<file path="src/rtl/adpll_pkg.sv">
// -----------------------------------------------------------------------------
// adpll_pkg
//   Shared definitions for the ADPLL loop filter / DCO block.
//   - state_e        : loop controller state encoding (IDLE/ACQUIRE/TRACK)
//   - PERIOD_W_DEF   : default width of period words (period in clocks minus 1)
//   - MIN_PERIOD_DEF : default lower bound of the DCO period word
// -----------------------------------------------------------------------------
package adpll_pkg;

   localparam int PERIOD_W_DEF   = 10;
   localparam int MIN_PERIOD_DEF = 4;

   typedef enum logic [1:0] {
      ST_IDLE    = 2'd0,
      ST_ACQUIRE = 2'd1,
      ST_TRACK   = 2'd2
   } state_e;

endpackage

</file>
<file path="src/rtl/dco_core.sv">
// -----------------------------------------------------------------------------
// dco_core
//   Free-running period counter that produces the DCO square wave.
//   Ports:
//     clk, rst_n   : clock, asynchronous active-low reset
//     clear        : return everything (including dco_period) to reset values
//     seed         : restart the wave phase-aligned, loading seed_period
//     run          : oscillate; when neither clear/seed/run, cnt and output idle at 0
//     seed_period  : period word loaded on seed
//     period_nxt   : shadow period word, loaded only at a counter wrap
//     ctrl_signal  : registered DCO output (high for the first half of a period)
//     dco_period   : period word currently in use (clocks minus 1)
// -----------------------------------------------------------------------------
module dco_core
   import adpll_pkg::*;
#(
   parameter int PERIOD_W = PERIOD_W_DEF
) (
   input  logic                clk,
   input  logic                rst_n,
   input  logic                clear,
   input  logic                seed,
   input  logic                run,
   input  logic [PERIOD_W-1:0] seed_period,
   input  logic [PERIOD_W-1:0] period_nxt,
   output logic                ctrl_signal,
   output logic [PERIOD_W-1:0] dco_period
);

   logic [PERIOD_W-1:0] cnt_q, cnt_d;
   logic [PERIOD_W-1:0] dco_period_q, dco_period_d;
   logic                ctrl_q, ctrl_d;
   logic                wrap;

   always_comb begin
      wrap         = (cnt_q == dco_period_q);
      cnt_d        = cnt_q;
      dco_period_d = dco_period_q;
      ctrl_d       = ctrl_q;
      if (clear) begin
         cnt_d        = '0;
         dco_period_d = '0;
         ctrl_d       = 1'b0;
      end else if (seed) begin
         // Restart at phase 0 so the first output edge lines up with ref.
         cnt_d        = '0;
         dco_period_d = seed_period;
         ctrl_d       = 1'b1;
      end else if (run) begin
         // The shadow period is only taken at a wrap, so a cycle in
         // progress always completes with the length it started with.
         if (wrap) begin
            cnt_d        = '0;
            dco_period_d = period_nxt;
         end else begin
            cnt_d = cnt_q + PERIOD_W'(1);
         end
         ctrl_d = (cnt_d <= (dco_period_d >> 1));
      end else begin
         cnt_d  = '0;
         ctrl_d = 1'b0;
      end
   end

   always_ff @(posedge clk or negedge rst_n) begin
      if (!rst_n) begin
         cnt_q        <= '0;
         dco_period_q <= '0;
         ctrl_q       <= 1'b0;
      end else begin
         cnt_q        <= cnt_d;
         dco_period_q <= dco_period_d;
         ctrl_q       <= ctrl_d;
      end
   end

   assign ctrl_signal = ctrl_q;
   assign dco_period  = dco_period_q;

endmodule

</file>
<file path="src/rtl/dco_ctrl.sv">
// -----------------------------------------------------------------------------
// dco_ctrl
//   Bang-bang loop filter and DCO closing the ADPLL loop. The DCO period is
//   seeded from the measured reference period, then nudged by one clock per
//   reference cycle according to the phase detector's lead/lag pulses.
//   Ports:
//     clk, rst_n   : clock, asynchronous active-low reset
//     en           : loop enable; low returns to IDLE with outputs cleared
//     lead, lag    : 1-cycle pulses one cycle after ref_rise (DCO early/late)
//     ref_rise     : 1-cycle pulse on the reference rising edge
//     ref_period   : measured reference period minus 1 (0 = not yet valid)
//     ctrl_signal  : registered DCO output fed back to the phase detector
//     dco_period   : active DCO period minus 1
//     locked       : lock indicator
//     state        : 0 IDLE, 1 ACQUIRE, 2 TRACK
// -----------------------------------------------------------------------------
module dco_ctrl
   import adpll_pkg::*;
#(
   parameter int PERIOD_W   = PERIOD_W_DEF,
   parameter int MIN_PERIOD = MIN_PERIOD_DEF,
   parameter int LOCK_CNT   = 8,
   parameter int RELOCK_TH  = 4
) (
   input  logic                clk,
   input  logic                rst_n,
   input  logic                en,
   input  logic                lead,
   input  logic                lag,
   input  logic                ref_rise,
   input  logic [PERIOD_W-1:0] ref_period,
   output logic                ctrl_signal,
   output logic [PERIOD_W-1:0] dco_period,
   output logic                locked,
   output logic [1:0]          state
);

   localparam int LOCK_W = $clog2(LOCK_CNT + 1);

   state_e              state_q, state_d;
   logic [PERIOD_W-1:0] period_nxt_q, period_nxt_d;
   logic [LOCK_W-1:0]   lock_cnt_q, lock_cnt_d;
   logic                locked_q, locked_d;
   logic signed [1:0]   last_dir_q, last_dir_d;
   logic                rr_d1_q, rr_d1_d;

   logic signed [1:0]   dir;
   logic [PERIOD_W:0]   diff;
   logic [PERIOD_W:0]   mag;
   logic                relock;
   logic                core_clear;
   logic                core_seed;
   logic                core_run;

   function automatic logic [PERIOD_W-1:0] sat_inc(input logic [PERIOD_W-1:0] p);
      return (p == {PERIOD_W{1'b1}}) ? p : p + PERIOD_W'(1);
   endfunction

   function automatic logic [PERIOD_W-1:0] sat_dec(input logic [PERIOD_W-1:0] p);
      return (p <= PERIOD_W'(MIN_PERIOD)) ? PERIOD_W'(MIN_PERIOD) : p - PERIOD_W'(1);
   endfunction

   always_comb begin
      // Both pulses together carry no direction and are treated as "no change".
      dir = 2'sd0;
      if (lead && !lag) dir = 2'sd1;
      else if (lag && !lead) dir = -2'sd1;

      // One extra bit keeps the subtraction's sign so the magnitude is exact.
      diff   = {1'b0, ref_period} - {1'b0, period_nxt_q};
      mag    = diff[PERIOD_W] ? -diff : diff;
      relock = (mag > (PERIOD_W + 1)'(RELOCK_TH));
   end

   always_comb begin
      state_d      = state_q;
      period_nxt_d = period_nxt_q;
      lock_cnt_d   = lock_cnt_q;
      last_dir_d   = last_dir_q;
      core_clear   = 1'b0;
      core_seed    = 1'b0;
      core_run     = 1'b0;
      // Only reference edges seen while tracking are evaluated; the edge that
      // seeded the loop carries phase information from before the restart.
      rr_d1_d      = ref_rise && en && (state_q == ST_TRACK);

      if (!en) begin
         state_d      = ST_IDLE;
         period_nxt_d = '0;
         lock_cnt_d   = '0;
         last_dir_d   = 2'sd0;
         core_clear   = 1'b1;
      end else begin
         case (state_q)
            ST_IDLE: begin
               state_d = ST_ACQUIRE;
            end
            ST_ACQUIRE: begin
               if (ref_rise && (ref_period >= PERIOD_W'(MIN_PERIOD))) begin
                  state_d      = ST_TRACK;
                  period_nxt_d = ref_period;
                  lock_cnt_d   = '0;
                  last_dir_d   = 2'sd0;
                  core_seed    = 1'b1;
               end
            end
            ST_TRACK: begin
               core_run = 1'b1;
               if (rr_d1_q) begin
                  if (relock) begin
                     // Large frequency step: drop the correction and re-seed.
                     state_d    = ST_ACQUIRE;
                     lock_cnt_d = '0;
                     last_dir_d = 2'sd0;
                     core_run   = 1'b0;
                  end else begin
                     if (dir == 2'sd1) period_nxt_d = sat_inc(period_nxt_q);
                     else if (dir == -2'sd1) period_nxt_d = sat_dec(period_nxt_q);
                     // Repeated same-direction nudges mean the loop is still
                     // drifting; alternation (or no nudge) means it is dithering
                     // around the right period.
                     if ((dir != 2'sd0) && (dir == last_dir_q)) begin
                        lock_cnt_d = '0;
                     end else if (lock_cnt_q != LOCK_W'(LOCK_CNT)) begin
                        lock_cnt_d = lock_cnt_q + LOCK_W'(1);
                     end
                     last_dir_d = dir;
                  end
               end
            end
            default: begin
               state_d = ST_IDLE;
            end
         endcase
      end

      locked_d = (lock_cnt_d == LOCK_W'(LOCK_CNT));
   end

   always_ff @(posedge clk or negedge rst_n) begin
      if (!rst_n) begin
         state_q      <= ST_IDLE;
         period_nxt_q <= '0;
         lock_cnt_q   <= '0;
         locked_q     <= 1'b0;
         last_dir_q   <= 2'sd0;
         rr_d1_q      <= 1'b0;
      end else begin
         state_q      <= state_d;
         period_nxt_q <= period_nxt_d;
         lock_cnt_q   <= lock_cnt_d;
         locked_q     <= locked_d;
         last_dir_q   <= last_dir_d;
         rr_d1_q      <= rr_d1_d;
      end
   end

   dco_core #(
      .PERIOD_W (PERIOD_W)
   ) u_core (
      .clk         (clk),
      .rst_n       (rst_n),
      .clear       (core_clear),
      .seed        (core_seed),
      .run         (core_run),
      .seed_period (ref_period),
      .period_nxt  (period_nxt_q),
      .ctrl_signal (ctrl_signal),
      .dco_period  (dco_period)
   );

   assign locked = locked_q;
   assign state  = state_q;

endmodule

</file>
<file path="config.mk">
export PLATFORM = sky130hd
export DESIGN_NAME = dco_ctrl
export DESIGN_NICKNAME = d
export VERILOG_FILES = /design/src/rtl/adpll_pkg.sv /design/src/rtl/dco_core.sv /design/src/rtl/dco_ctrl.sv
export SDC_FILE = /design/constraint.sdc
export NUM_CORES = 1
export LEC_CHECK = 0
export ABC_CLOCK_PERIOD_IN_PS = 3900
export CAP_MARGIN = 20
export CELL_PAD_IN_SITES_DETAIL_PLACEMENT = 0
export CELL_PAD_IN_SITES_GLOBAL_PLACEMENT = 1
export CORE_UTILIZATION = 40
export DETAILED_ROUTE_END_ITERATION = 12
export PLACE_DENSITY_LB_ADDON = 0.1
export SYNTH_ARGS = -nofsm -noshare
export SYNTH_HDL_FRONTEND = slang
export SYNTH_SLANG_ARGS = --single-unit
</file>
<file path="constraint.sdc">
create_clock -name clk -period 3.9 [get_ports clk]
set_input_delay 0.975 -clock clk [delete_from_list [all_inputs] [get_ports clk]]
set_output_delay 0.975 -clock clk [all_outputs]
set_load 0.01 [all_outputs]
</file>
==> results of run 1 <==
kinds of logic after synthesis:
logic type,Yosys count,share of synthesized area
simple gates,178,0.2403
compound gates,124,0.2347
mux,10,0.02648
buf+inv,52,0.05561
xor+xnor,26,0.06025
flops,41,0.2714
fa+ha+maj,33,0.1112
placed cells by master (no fill, tap or decap), drive strengths merged, types with 3 or more instances in the layout:
cell	Yosys	layout
and2	6	6
clkdlybuf4s50	0	21
o21a	8	8
a21boi	3	3
inv	29	29
ha	32	32
nor3	20	20
dfrtp	41	41
nor3b	4	4
o22ai	5	5
o311ai	10	10
nor2b	12	12
xor2	9	9
clkbuf	12	5
a21o	3	3
xnor2	17	17
o2111ai	3	3
nand4	14	14
buf	11	83
dlygate4sd2	0	5
o21ai	26	26
nor4	7	7
nor2	34	34
or2	5	5
o41ai	3	3
mux2i	10	10
a211oi	9	9
nand2	34	34
nand2b	7	8
o31ai	3	3
nand3	24	24
a21oi	23	23
and3	5	5
layout make-up:
type | count | area [um^2] | share of cell area
Inverter | 29 | 121.4 | 0.02349
Clock buffer | 5 | 68.82 | 0.01332
Timing Repair Buffer | 110 | 932.1 | 0.1804
Multi-Input combinational cell | 372 | 2861 | 0.5539
Sequential cell | 41 | 1026 | 0.1986
Clock inverter | 3 | 17.52 | 0.003391
Tap cell | 111 | 138.9 | 0.02688
repair_timing:
| item | in CTS | in global routing |
|---|---|---|
| setup endpoints to repair | 40 | 40 |
| pin swaps | 24 | 9 |
| resized for setup | 55 | 20 |
| setup buffers | 6 | 3 |
| gates cloned | 1 | 0 |
stage by stage:
step,instances,hold WS (ns),TNS [ns],setup slack [ns]
after floorplan,464,0.4404,-14.20,-0.5035
after global placement,654,0.4561,-44.94,-1.203
after detailed placement,654,0.4712,-49.58,-1.364
after CTS,668,0.4967,-10.37,-0.3903
after global routing,671,0.5292,-17.57,-0.5687
final,671,0.5091,-12.40,-0.4403
how the worst min path moves through the flow:
stage,end,depth (start not counted)
after global placement,last_dir_q[0],2
final,last_dir_q[0],2
after global routing,last_dir_q[0],2
after CTS,last_dir_q[0],2
after floorplan,last_dir_q[0],2
after detailed placement,last_dir_q[0],2
report_power, final:
| part | internal, W | total, W | switching, W |
|---|---|---|---|
| Sequential | 0.000477 | 0.000535 | 0.0000585 |
| Clock | 0.000124 | 0.000295 | 0.000171 |
| Combinational | 0.000855 | 0.00180 | 0.000944 |
| Total | 0.00146 | 0.00263 | 0.00117 |
metal layers:
metal,share of wire,global-route usage,vias to the layer above
li1,-,-,1908
met3,0.024,0.02460,14
met5,0,0,-
met2,0.49,0.4199,58
met1,0.46,0.3112,1828
met4,0.024,0.07919,0
sequential cells by signal, summed over array words and instances, names as in the netlist:
name and cells:
state 2, period_nxt_q 10, last_dir_q 2, u_core.ctrl_signal 1, locked 1, u_core.cnt_q 10
u_core.dco_period 10, lock_cnt_q 4, rr_d1_q 1
worst reg2reg max path, delay by kind of cell, from the launching register on:
kind | cells | cell delay (ns)
flops | 1 | 0.39
fa+ha+maj | 2 | 0.48
simple gates | 5 | 1.37
buf+inv | 1 | 0.04
compound gates | 5 | 1.53
==> flow_summary_export.csv, run 1 <==
group,metric,value,unit
drt,dr.first_iter.drc_count,78,
critical_path,critPathLaunch,"ref_period[0]",
layout,areaGrowthSynthToFinish,36.68,%
placed_design,postPlaceCellArea,4717,um^2
drt,drt_wl_total,11500,um
sta,setup_viol,40,
clocking,clock_latency,0.31,ns
sta,worst_slew_pin_slew,1.002,ns
critical_path,timing.setup.critical_path_class,"input pin to register",
synthesis,yosys-top-cells-area,"dfrtp_1 27%, ha_1 11%, xnor2_1 3.9%",
grt,vias_in_the_first_global_route,3708,
synthesis,synth.largest_area_cell,"dfrtp_1",
drt,routed_len_inst,17.13,um
grt,antenna_found_initial,0,
synthesis,postSynth.topFlopCell,"dfrtp_1",
worst_hold_path,holdCritPathClass,"register to register",
sta,hold_viol,0,
power_and_ir_drop,power_density,508.9,nW/um^2
floorplanning,ioPinCount,30,
critical_path,cp_slowest_stage_delay,0.52,ns
critical_path,worstPathBufferInverterCount,3,
synthesis,synth-warning-count,0,
critical_path,crit-reg2reg-capture,"locked",
drt,postRouteAntennaNets,0,
synthesis,syn-num-nets,513,
flow_run,max-cap-violations,0,
critical_path,setup.reg_to_reg.worst_slack,-0.04,ns
floorplanning,row_count,35,
placed_design,i_o_buffers,29,
floorplanning,fp.coreArea,9196,um^2
clocking,cts_hold_repair.buffers,0,
clocking,cts_clk_pin_slew_worst_paths,0.09,ns
layout,finalCoreUtilization,0.5618,
layout,final_nets,608,
synthesis,ys_ff_latch,41,
drt,routed-via-count,3808,
clocking,clock_tree.root_cell,"clkbuf_8",
drt,post-route-drc-count,0,
synthesis,syn_area,3780,um^2
floorplanning,floorplan.die.width,99.21,um
sta,setup_repair_after_global_routing_missed_its_margin,"true",
synthesis,asyncSetResetFlopFracSynth,1.000,
floorplanning,die-height,99.21,um
power_and_ir_drop,report.power.total,0.002629,W
critical_path,regToRegStartpoint,"period_nxt_q[0]",
worst_hold_path,holdCritStartpoint,"last_dir_q[0]",
synthesis,synth.yosys.seq_area_share,0.2714,
synthesis,syn_area_per_cell,8.146,um^2
clocking,tritoncts,"yes",
critical_path,largest_fanout_on_the_critical_path,5,
power_and_ir_drop,p_leak,2.195,nW
synthesis,edff_count_synth,0,
floorplanning,start_util,0.4110,
synthesis,synthesis.instances,464,
sta,timing.slew.headroom,0.3323,
drt,viasPerCell,5.675,
critical_path,rr_worst_depth,13,
sta,clock_skew,0.01202,ns
sta,period_needed,4.340,ns
placed_design,detailedPlacementHpwl,8860,um
sta,max_freq,230.4,MHz
critical_path,crit_chain,"buf_12 > inv_12 > ha_4 > inv_2 > fa_2 > a21o_1 > a221o_1 > a211oi_2 > nor2_1 > or4_1 > a221o_1 > or2_4 > or3_4 > o31ai_4 > nor4b_2",
sta,report.final.slew_viol_count,0,
critical_path,cp.required,4.08,ns
layout,final_layout_size_suffix_gt1_frac,0.2643,
clocking,clockBufferDepth,2,
critical_path,cp_data_arrival_time,4.52,ns
synthesis,yosys.cell_count.top_type,"dfrtp_1",
critical_path,crit_slowest_cell,"or4_1",
grt,grt_util_all_layers,0.2404,
critical_path,cp.depth,15,
layout,antennaDiodeCount,0,
layout,final_design_area_no_fill,5166,um^2
critical_path,crit_end,"locked",
sta,final.setup.worst_slack,-0.4403,ns
clocking,htree_num_levels,2,
critical_path,critical_path.endpoint_type,"register",
clocking,numCtsBuffers,5,
placed_design,gp_congestion,0.8964,
outcome,run_status,"finished, violations left",
synthesis,yosys-top-cells-count,"41 x dfrtp_1, 34 x nand2_1, 34 x nor2_1",
critical_path,family_of_cells_with_the_greatest_summed_delay_on_the_critical_path,"compound AO/OA/AOI/OAI gates",
critical_path,worst_path_most_repeated_cell,"a221o_1",
synthesis,post-synth-top-area-fraction,0.2714,
power_and_ir_drop,irDropWorstVdd,305.9,uV
critical_path,type_of_element_launching_the_critical_path,"input pin",
drt,drtPass1Iterations,4,
grt,grt_overflow,0,
clocking,cts.sink_count,41,
sta,post-route-period-util,1.113,
grt,global_route_wire_length_before_repair,18570,um
grt,largest_net_degree_at_the_start_of_global_routing,42,
floorplanning,fp.dieArea,9843,um^2
layout,layout.filler_cells,859,
outcome,violations_in_the_final_reports,"negative setup slack",
synthesis,synth.lib_cells_used.distinct,63,
Power figures use the tool's default switching activity.
==> inputs of run 2 (changes only) <==
- ABC_AREA: unset -> 0
==> results of run 2 <==
No change in the layout: final DEF, timing and power equal those of run 1.
==> RTL change, RTL diff (settings of run 1) <==
Add an input register stage for `en`, `lead`, `lag`, `ref_rise` and `ref_period`; this delays them by one clock. Comments in the files are not updated.
--- a/src/rtl/dco_ctrl.sv
+++ b/src/rtl/dco_ctrl.sv
@@ -39,2 +39,16 @@
 
+   logic en_q;
+   logic lead_q;
+   logic lag_q;
+   logic ref_rise_q;
+   logic [PERIOD_W-1:0] ref_period_q;
+
+   always_ff @(posedge clk) begin
+      en_q         <= en;
+      lead_q       <= lead;
+      lag_q        <= lag;
+      ref_rise_q   <= ref_rise;
+      ref_period_q <= ref_period;
+   end
+
    state_e              state_q, state_d;
@@ -65,7 +79,7 @@
       dir = 2'sd0;
-      if (lead && !lag) dir = 2'sd1;
-      else if (lag && !lead) dir = -2'sd1;
+      if (lead_q && !lag_q) dir = 2'sd1;
+      else if (lag_q && !lead_q) dir = -2'sd1;
 
       // One extra bit keeps the subtraction's sign so the magnitude is exact.
-      diff   = {1'b0, ref_period} - {1'b0, period_nxt_q};
+      diff   = {1'b0, ref_period_q} - {1'b0, period_nxt_q};
       mag    = diff[PERIOD_W] ? -diff : diff;
@@ -84,5 +98,5 @@
       // seeded the loop carries phase information from before the restart.
-      rr_d1_d      = ref_rise && en && (state_q == ST_TRACK);
+      rr_d1_d      = ref_rise_q && en_q && (state_q == ST_TRACK);
 
-      if (!en) begin
+      if (!en_q) begin
          state_d      = ST_IDLE;
@@ -98,5 +112,5 @@
             ST_ACQUIRE: begin
-               if (ref_rise && (ref_period >= PERIOD_W'(MIN_PERIOD))) begin
+               if (ref_rise_q && (ref_period_q >= PERIOD_W'(MIN_PERIOD))) begin
                   state_d      = ST_TRACK;
-                  period_nxt_d = ref_period;
+                  period_nxt_d = ref_period_q;
                   lock_cnt_d   = '0;
@@ -165,3 +179,3 @@
       .run         (core_run),
-      .seed_period (ref_period),
+      .seed_period (ref_period_q),
       .period_nxt  (period_nxt_q),
Behaviour: not the same (a bounded check fails within 4 cycles, from zero or initial values and one cycle with rst_n low).
==> RTL change against run 1 <==
The run still ends with negative setup slack left. Area after synthesis increased by 7.8%. Critical path type is now flop to flop. Total power increased by 4.2%. Synthesized cell count increased by 2.8%. Setup slack improved by 0.42 ns. Register-to-register slack improved by 0.02 ns. Design area decreased by 0.70%. Sequential share of layout area increased by 5.6 points. Hold slack got worse by 0.027 ns. Highest routed layer unchanged. Wire length decreased by 0.93%. Sequential cell count increased by 14.
==> RTL change: results (changes against run 1) <==
outcome:
  status: "finished, violations left"
  violations: "negative setup slack"
sta:
  worstMarginPinSlew_ns: 1.11  # +0.113 ns
  holdWs_ns: 0.482  # -0.0275 ns
  setup_violations: 2  # -95%
  finClkSkew_ns: 0.0236  # +0.0116 ns
  setup_slack_ns: -0.0245  # +0.416 ns
worst_setup_path:
  cp-startpoint: "period_nxt_q[0]"
  path_max_fanout: 6  # +1
  worst_path_max_delay_cell: "or4b_4"
  arrival_ns: 4.13  # -0.39 ns
finish:
  area_delta_synth_final_pct: 25.9
  drive_gt1_frac: 0.178  # -0.0860
  nFillCells: 969  # +13%
  final_nets: 581  # -4.4%
route:
  wire_per_inst_microns: 17.1  # -0.19%
  wl_met2_microns: 5790  # +2.7%
  wl_met1_microns: 5100  # -3.9%
  drtIter0Drc: 118  # +51%
  met3WireLength_microns: 347  # +25%
logic_synthesis:
  syn_nets: 526  # +2.5%
  yosys_most_used_dff: "dfrtp_1"
  yosys.area_share.xor_xnor: 0.0642  # +0.00392
  synth_common_cells: "42 x nor2_1, 41 x dfrtp_1, 32 x ha_1, 31 x nand2_1, 26 x inv_1"
  synth-async-reset-ratio: 0.745  # -0.255
  ys_types: 61  # -3.2%
  yosysSeqAreaShare: 0.321  # +0.0491
power_and_ir_drop:
  leakage_nw: 2.14  # -2.6%
  peakVddDrop_uv: 261  # -15%
placed_design:
  hpwl_microns: 8600  # -2.9%
  dpl_worst_slack_ns: -0.157  # +1.21 ns
  placed_cell_area_sq_mm: 0.00472  # about the same
  gp_congestion: 0.858  # -4.2%
global_routing:
  track_usage: 0.221  # -0.0192
  grtUsageMet1: 0.275  # -0.0363
  grt_util_met3: 0.0373  # +0.0127
  grt_pass1_wl_microns: 18000  # -2.9%
  globalRouteMet2Util: 0.398  # -0.0214
clock_tree:
  clkLatencyLatePin_ns: 0.33  # +0.02 ns
  cts_resized: 6  # -89%
worst_hold_path:
  min_path_type: "flop to flop"
-- RTL change: cell count changes in the layout (fill, tap and decap cells not counted), moves of 8 or more --
cell,run 1,this run
nand4_1,14,5
nor2_1,34,42
o21ai_1,12,2
buf_4,74,38
dfxtp_1,0,13
o31ai_1,1,11
nor3_2,8,0
-- RTL change: through the flow --
step,TNS [ns],std cells
floorplan,-0.163,477
global placement,-0.0489,652
detailed placement,-1.54,652
CTS,-0.0106,662
global route,-4.06,666
finish,-0.0407,666
-- RTL change: area by class of cell --
type | count | share of cell area
repair buffers | 70 | 0.120
well taps | 133 | 0.0324
inverters | 26 | 0.0190
flip-flops and latches | 55 | 0.255
clock buffers | 5 | 0.0134
clock inverters | 3 | 0.00390
multi-input cells | 374 | 0.557
-- RTL change: power by group --
group          switching, W  internal, W
Sequential        0.0000802     0.000630
Combinational      0.000931     0.000767
Clock              0.000205     0.000126
Total               0.00122      0.00152
